`config.mk`:
```
export PLATFORM = sky130hd
export DESIGN_NAME = spi_reg_file
export DESIGN_NICKNAME = d
export VERILOG_FILES = /design/src/rtl/spi_reg_pkg.sv /design/src/rtl/spi_reg_fifo.sv /design/src/rtl/spi_reg_file.sv
export SDC_FILE = /design/constraint.sdc
export NUM_CORES = 1
export LEC_CHECK = 0
export CORE_MARGIN = 10
export CORE_UTILIZATION = 42
export CTS_CLUSTER_DIAMETER = 60
export DETAILED_ROUTE_END_ITERATION = 10
export HOLD_SLACK_MARGIN = 0.05
export PLACE_DENSITY = 0.69
export SLEW_MARGIN = 20
export SYNTH_ARGS = -nofsm -noshare
export SYNTH_HDL_FRONTEND = slang
export SYNTH_HIERARCHICAL = 1
export SYNTH_SLANG_ARGS = --single-unit
```
`constraint.sdc`:
```
create_clock -name reg_clk -period 8 [get_ports reg_clk]
set_clock_uncertainty 0.05 [all_clocks]
set_input_delay 0.8 -clock reg_clk [delete_from_list [all_inputs] [get_ports reg_clk]]
set_output_delay 0.8 -clock reg_clk [all_outputs]
set_load 0.05 [all_outputs]
```
`src/rtl/spi_reg_pkg.sv`:
```
// Shared register map, control/status bit positions and FSM encoding for spi_reg_file.
package spi_reg_pkg;

  localparam logic [6:0] ADR_ID        = 7'h00;
  localparam logic [6:0] ADR_CTRL      = 7'h01;
  localparam logic [6:0] ADR_STATUS    = 7'h02;
  localparam logic [6:0] ADR_LEVEL     = 7'h03;
  localparam logic [6:0] ADR_FIFO_DATA = 7'h04;
  localparam logic [6:0] ADR_SCRATCH   = 7'h05;
  localparam logic [6:0] ADR_DROP_CNT  = 7'h06;
  localparam logic [6:0] ADR_THRESH    = 7'h07;

  localparam int CTRL_CAPTURE_EN = 0;
  localparam int CTRL_FIFO_CLEAR = 1;

  localparam int STATUS_EMPTY    = 0;
  localparam int STATUS_FULL     = 1;
  localparam int STATUS_OVERFLOW = 2;

  localparam logic [7:0] THRESH_RESET = 8'h08;

  typedef enum logic {
    ST_IDLE  = 1'b0,
    ST_ACKED = 1'b1
  } state_e;

  // A 256-deep FIFO reports 256 in 9 bits; clamp it into the 8-bit register.
  function automatic logic [7:0] sat_level(input logic [8:0] lvl);
    return lvl[8] ? 8'hFF : lvl[7:0];
  endfunction

endpackage

```
`src/rtl/spi_reg_fifo.sv`:
```
// Capture FIFO: single-clock, power-of-two depth, combinational head, synchronous clear.
module spi_reg_fifo #(
  parameter int DEPTH = 16,
  parameter int AW    = $clog2(DEPTH)
) (
  input  logic          clk,
  input  logic          rst,
  input  logic          push,
  input  logic          pop,
  input  logic          clear,
  input  logic [7:0]    wdata,
  output logic [7:0]    head,
  output logic          full,
  output logic          empty,
  output logic [AW:0]   level
);

  localparam logic [AW:0]   CNT_ONE = 1;
  localparam logic [AW-1:0] PTR_ONE = 1;
  localparam logic [AW:0]   CNT_MAX = DEPTH[AW:0];

  logic [7:0]    mem_q [DEPTH];
  logic [AW-1:0] wr_ptr_q, wr_ptr_d;
  logic [AW-1:0] rd_ptr_q, rd_ptr_d;
  logic [AW:0]   cnt_q, cnt_d;
  logic          do_push, do_pop;

  assign full    = (cnt_q == CNT_MAX);
  assign empty   = (cnt_q == '0);
  assign level   = cnt_q;
  assign head    = mem_q[rd_ptr_q];
  assign do_pop  = pop && !empty;
  // A pop in the same cycle frees the slot, so a full FIFO still accepts the push.
  assign do_push = push && (!full || do_pop);

  always_comb begin
    wr_ptr_d = wr_ptr_q;
    rd_ptr_d = rd_ptr_q;
    cnt_d    = cnt_q;
    if (clear) begin
      wr_ptr_d = '0;
      rd_ptr_d = '0;
      cnt_d    = '0;
    end else begin
      if (do_push) wr_ptr_d = wr_ptr_q + PTR_ONE;
      if (do_pop)  rd_ptr_d = rd_ptr_q + PTR_ONE;
      if (do_push && !do_pop) cnt_d = cnt_q + CNT_ONE;
      else if (do_pop && !do_push) cnt_d = cnt_q - CNT_ONE;
    end
  end

  always_ff @(posedge clk) begin
    if (rst) begin
      wr_ptr_q <= '0;
      rd_ptr_q <= '0;
      cnt_q    <= '0;
    end else begin
      wr_ptr_q <= wr_ptr_d;
      rd_ptr_q <= rd_ptr_d;
      cnt_q    <= cnt_d;
    end
  end

  always_ff @(posedge clk) begin
    if (do_push && !clear) mem_q[wr_ptr_q] <= wdata;
  end

endmodule

```
`src/rtl/spi_reg_file.sv`:
```
// SPI-bridge register file for a USB sniffer: req/ack handshake, control/status and capture FIFO.
// Optional SPI_REG_FILE_IRQ_EN adds the THRESH register (0x07) and the irq output.
module spi_reg_file
  import spi_reg_pkg::*;
#(
  parameter int         FIFO_DEPTH = 16,
  parameter logic [7:0] ID_VALUE   = 8'hA5
) (
  input  logic       reg_clk,
  input  logic       rst,
  input  logic       req,
  input  logic       rw,
  input  logic [6:0] adr,
  input  logic [7:0] wdata,
  output logic       ack,
  output logic [7:0] rdata,
  input  logic       cap_valid,
  input  logic [7:0] cap_data,
  output logic       capture_en
`ifdef SPI_REG_FILE_IRQ_EN
  ,
  output logic       irq
`endif
);

  localparam int AW = $clog2(FIFO_DEPTH);

  state_e     state_q;
  logic       ack_q;
  logic [7:0] rdata_q;

  logic       capture_en_q, capture_en_d;
  logic       clr_q, clr_d;
  logic       ovf_q, ovf_d;
  logic [7:0] scratch_q, scratch_d;
  logic [7:0] drop_cnt_q, drop_cnt_d;
`ifdef SPI_REG_FILE_IRQ_EN
  logic [7:0] thresh_q, thresh_d;
  logic       irq_q;
`endif

  logic        access, wr, rd;
  logic        fifo_push, fifo_pop, fifo_full, fifo_empty, drop;
  logic [7:0]  fifo_head, rd_val;
  logic [AW:0] fifo_level;
  logic [8:0]  level9;

  // Exactly one access per request: only the IDLE->ACKED edge has side effects.
  assign access = (state_q == ST_IDLE) && req;
  assign wr     = access && rw;
  assign rd     = access && !rw;
  assign level9 = 9'(fifo_level);

  assign fifo_pop  = rd && (adr == ADR_FIFO_DATA) && !fifo_empty;
  assign fifo_push = cap_valid && capture_en_q && (!fifo_full || fifo_pop);
  assign drop      = cap_valid && capture_en_q && fifo_full && !fifo_pop;

  spi_reg_fifo #(.DEPTH(FIFO_DEPTH)) u_fifo (
    .clk   (reg_clk),
    .rst   (rst),
    .push  (fifo_push),
    .pop   (fifo_pop),
    .clear (clr_q),
    .wdata (cap_data),
    .head  (fifo_head),
    .full  (fifo_full),
    .empty (fifo_empty),
    .level (fifo_level)
  );

  always_comb begin
    rd_val = '0;
    case (adr)
      ADR_ID:       rd_val = ID_VALUE;
      ADR_CTRL:     rd_val[CTRL_CAPTURE_EN] = capture_en_q;
      ADR_STATUS: begin
        rd_val[STATUS_EMPTY]    = fifo_empty;
        rd_val[STATUS_FULL]     = fifo_full;
        rd_val[STATUS_OVERFLOW] = ovf_q;
      end
      ADR_LEVEL:     rd_val = sat_level(level9);
      ADR_FIFO_DATA: rd_val = fifo_empty ? 8'h00 : fifo_head;
      ADR_SCRATCH:   rd_val = scratch_q;
      ADR_DROP_CNT:  rd_val = drop_cnt_q;
`ifdef SPI_REG_FILE_IRQ_EN
      ADR_THRESH:    rd_val = thresh_q;
`endif
      default:       rd_val = '0;
    endcase
  end

  always_comb begin
    capture_en_d = capture_en_q;
    clr_d        = 1'b0;
    scratch_d    = scratch_q;
    ovf_d        = ovf_q;
    drop_cnt_d   = drop_cnt_q;
`ifdef SPI_REG_FILE_IRQ_EN
    thresh_d     = thresh_q;
`endif
    if (wr) begin
      case (adr)
        ADR_CTRL: begin
          capture_en_d = wdata[CTRL_CAPTURE_EN];
          clr_d        = wdata[CTRL_FIFO_CLEAR];
        end
        ADR_STATUS:   if (wdata[STATUS_OVERFLOW]) ovf_d = 1'b0;
        ADR_SCRATCH:  scratch_d  = wdata;
        ADR_DROP_CNT: drop_cnt_d = 8'h00;
`ifdef SPI_REG_FILE_IRQ_EN
        ADR_THRESH:   thresh_d   = wdata;
`endif
        default: ;
      endcase
    end
    // A drop in the same cycle as a clear still counts, so no event is lost.
    if (drop) begin
      ovf_d = 1'b1;
      if (drop_cnt_d != 8'hFF) drop_cnt_d = drop_cnt_d + 8'h01;
    end
  end

  always_ff @(posedge reg_clk) begin
    if (rst) begin
      capture_en_q <= 1'b0;
      clr_q        <= 1'b0;
      scratch_q    <= 8'h00;
      ovf_q        <= 1'b0;
      drop_cnt_q   <= 8'h00;
`ifdef SPI_REG_FILE_IRQ_EN
      thresh_q     <= THRESH_RESET;
      irq_q        <= 1'b0;
`endif
    end else begin
      capture_en_q <= capture_en_d;
      clr_q        <= clr_d;
      scratch_q    <= scratch_d;
      ovf_q        <= ovf_d;
      drop_cnt_q   <= drop_cnt_d;
`ifdef SPI_REG_FILE_IRQ_EN
      thresh_q     <= thresh_d;
      irq_q        <= capture_en_q && (level9 >= {1'b0, thresh_q});
`endif
    end
  end

  always_ff @(posedge reg_clk) begin
    if (rst) begin
      state_q <= ST_IDLE;
      ack_q   <= 1'b0;
      rdata_q <= 8'h00;
    end else begin
      case (state_q)
        ST_IDLE: begin
          if (req) begin
            ack_q   <= 1'b1;
            rdata_q <= rw ? 8'h00 : rd_val;
            state_q <= ST_ACKED;
          end
        end
        ST_ACKED: begin
          if (!req) begin
            ack_q   <= 1'b0;
            state_q <= ST_IDLE;
          end
        end
        default: state_q <= ST_IDLE;
      endcase
    end
  end

  assign ack        = ack_q;
  assign rdata      = rdata_q;
  assign capture_en = capture_en_q;
`ifdef SPI_REG_FILE_IRQ_EN
  assign irq        = irq_q;
`endif

endmodule

```
==> impl_results.md <==
* Outcome: completed
* Seq/Total Area, Yosys at 0.649
* Routed WL at between 15000 and 20000 µm
* I/O pins at 38
* Syn_area_per_cell at ~15 µm²
* Synth-to-layout area growth at 15.6%
* Worst Hold Class: reg -> reg
* Max H-tree Level at 4
* Site Rows at between 40 and 50
* Ant diodes at 0
* Least-Margin Pin Slew at around 0.84 ns
* Crit-path slowest cell: or4_1
* Seq cells post-synth at between 150 and 200
* Die Y at between 150 and 200 µm
* Die X at between 150 and 200 µm
* Largest net degree at the start of global routing at 33
* Slew Viols, Final at 0
* RSZ-0062 raised after global routing: no
* Fin crit share at 0.552
* PostCTS Resize Cnt at 0
* Worst-path cell chain: or4_1 -> nor2_1 -> nor4b_2 -> a31oi_1 -> nor2_1 -> o31ai_4 -> inv_1 -> ha_1 -> inv_1 -> ha_1 -> a21oi_1 -> a211o_1 -> a211oi_1 -> a31o_2
* Vias in the first global route at 4373
* Drt initial violations at 408
* Min Clock Period, post-route at 4.41 ns
* Final hold viol count at 0
* # hold bufs at CTS at 0
* Vias per Instance at between 5 and 6
* Reg clk slew, reported paths at about 0.060 ns
* Total Routing Usage GR at 0.133
* Max_slew headroom at 0.436
* Net Count, Synth at 540
* Setup TNS at 0 ns
* Worst R2R Path Depth at 14
* Max-cap violations at 0
* GR Overflow Total at 0
* Critical Setup Path Class: reg -> reg
* Final setup viols at 0
* Share of post-route cells with drive strength above 1 at 0.152
* Leak at ~0.0027 µW
* Global-route wire length before repair at about 25000 µm
* Ys flop type: edfxtp_1
* # DRC at 0
* Max incr delay on CP at 0.75 ns
* Worst vdd ir at 0.000199 V
* Power Density at about 210 nW/µm²
* Post-Synthesis Cells at between 500 and 600
* Setup crit start kind: register
* DRT Pass-1 Iters at 5
* Area of the mapped netlist at 7340 µm²
* Critical Path End Type: register
* Nets at 573
* Yosys warns at 6
* Number of setup buffers added after CTS at 0
* Hold depth at 2
* Routed wire per std cell at around 20 µm
* Routability cong. at around 0.90
* Num Clock Sinks at ~170
* CP required at between 8 and 9 ns
* CTS tree: yes
* Placeable Area at approximately 17000 µm²
* Fmax at approximately 230 MHz
* Later-pin clock latency in the skew report at between 0.4 and 0.5 ns
* Die area at 23200 µm²
* Root buffer cell: clkbuf_16
* Via count at 4328
* Initial antenna violation count at 0
* WP data arrival at 4.68 ns
* Critical path fanouts, max at 9
* Layout Utilization at 0.492
* Final ANT Viol Nets at 0
* Initial Util at 0.426
* Synth cell types at 66
* TritonCTS buffer count at 17
* CTS Buffer Depth at 2
* Number of flops mapped to enable cells by yosys at roughly 130
* Dpl hpwl at 10600 µm
* Port-buffer cells at 37
* Ys async rst share at 0
-- through the flow --
stage / cells / area (µm²) / power (µW) / setup slack [ns] / hold slack, ns
2_1_floorplan: 501 / 7340 / 1010 / 4.36 / 0.402
3_3_place_gp: 740 / 7900 / 1030 / 3.66 / 0.409
3_5_place_dp: 740 / 7900 / 1030 / 3.43 / 0.403
4_1_cts: 771 / 8480 / 1840 / 3.67 / 0.417
5_1_grt: 771 / 8480 / 1880 / 3.27 / 0.450
6_report: 771 / 8480 / 1820 / 3.59 / 0.410
-- critical path, delay by kind of cell (launching register included) --
| kind | cells | cell delay, ns |
|---|---|---|
| AO/OA/AOI/OAI | 6 | 1.53 |
| adder cells (fa/ha/maj) | 2 | 0.51 |
| AND/OR/NAND/NOR | 4 | 1.57 |
| flip-flops | 1 | 0.39 |
| buffers and inverters | 2 | 0.24 |
-- final timing paths --
kind,startpoint,end,slack (ns)
max,u_fifo/level[0]$_SDFFE_PP0P_,u_fifo/level[4]$_SDFFE_PP0P_,3.59
min,rdata[6]$_SDFFE_PP0N_,rdata[6]$_SDFFE_PP0N_,0.41
max reg2reg,u_fifo/level[0]$_SDFFE_PP0P_,u_fifo/level[4]$_SDFFE_PP0P_,3.59
min reg2reg,rdata[6]$_SDFFE_PP0N_,rdata[6]$_SDFFE_PP0N_,0.41
-- per-layer routing --
layer  part of all wire  track usage
met1               0.45        0.174
met2               0.48        0.205
met3              0.050       0.0378
met4              0.019       0.0518
met5                  0            0
-- where the power goes --
group | switching [µW] | leakage [µW] | total [µW] | internal, µW
combinational | 27.6 | 0.000908 | 45.9 | 18.3
sequential | 0.461 | 0.00152 | 968 | 967
clock | 346 | 0.000275 | 809 | 463
total | 374 | 0.00270 | 1820 | 1450
-- synthesized netlist by cell type, drive strengths merged (3+ instances only) --
library cell	number	area [µm²]
a211oi	4	30.0
a21oi	16	80.1
a22oi	21	158
a31oi	3	18.8
and3	6	37.5
buf	11	52.6
clkbuf	15	56.3
dfxtp	46	921
edfxtp	128	3840
ha	10	125
inv	11	41.3
mux2i	12	120
mux4	32	721
nand2	25	96.4
nand2b	5	31.3
nand3	16	85.1
nand3b	4	46.3
nor2	52	195
nor2b	7	43.8
nor3	6	41.3
nor3b	4	30.0
nor4	3	25.0
o21ai	14	73.8
o31ai	3	36.3
or4	3	26.3
xor2	5	43.8
-- area by class of cell --
| type | count | area [µm²] |
|---|---|---|
| fill | 1417 | 8750 |
| sequential | 174 | 4770 |
| multi-input combinational | 290 | 2420 |
| clock buffer | 17 | 425 |
| timing repair buffer | 40 | 393 |
| tap | 225 | 282 |
| clock inverter | 14 | 154 |
| inverter | 11 | 41.3 |
-- placed cells by master (no fill, tap or decap), types with 3 or more instances in the layout --
master / count
clkinvlp_4: 3
nor2b_1: 7
clkdlybuf4s50_1: 37
a211oi_1: 4
a31oi_1: 3
nor3_1: 5
nor2_1: 52
a21oi_1: 16
nor3b_1: 4
o21ai_0: 12
mux2i_1: 12
dfxtp_1: 45
inv_6: 6
nand2b_1: 5
mux4_2: 32
nand3_1: 15
buf_4: 3
a22oi_1: 21
and3_1: 6
clkbuf_16: 17
xor2_1: 5
inv_1: 11
ha_1: 10
edfxtp_1: 128
nand2_1: 24
-- sequential cells by signal, summed over array words and instances, names as in the netlist, named ones only --
register and cells:
ack 1, u_fifo/mem_q 128, state_q 1, ovf_q 1, u_fifo/level 5, rdata 8
drop_cnt_q 8, u_fifo/wr_ptr_q 4, clr_q 1, u_fifo/rd_ptr_q 4, scratch_q 8, capture_en 1
-- kinds of logic after synthesis --
family                   Yosys count  share of synthesized area
AO/OA/AOI/OAI                     81                     0.0790
adder cells (fa/ha/maj)           11                     0.0198
flip-flops                       174                      0.649
AND/OR/NAND/NOR                  146                      0.107
buffers and inverters             37                     0.0205
multiplexers                      45                      0.116
XOR/XNOR                           7                    0.00836
No activity file was read; power rests on OpenSTA's default activity.
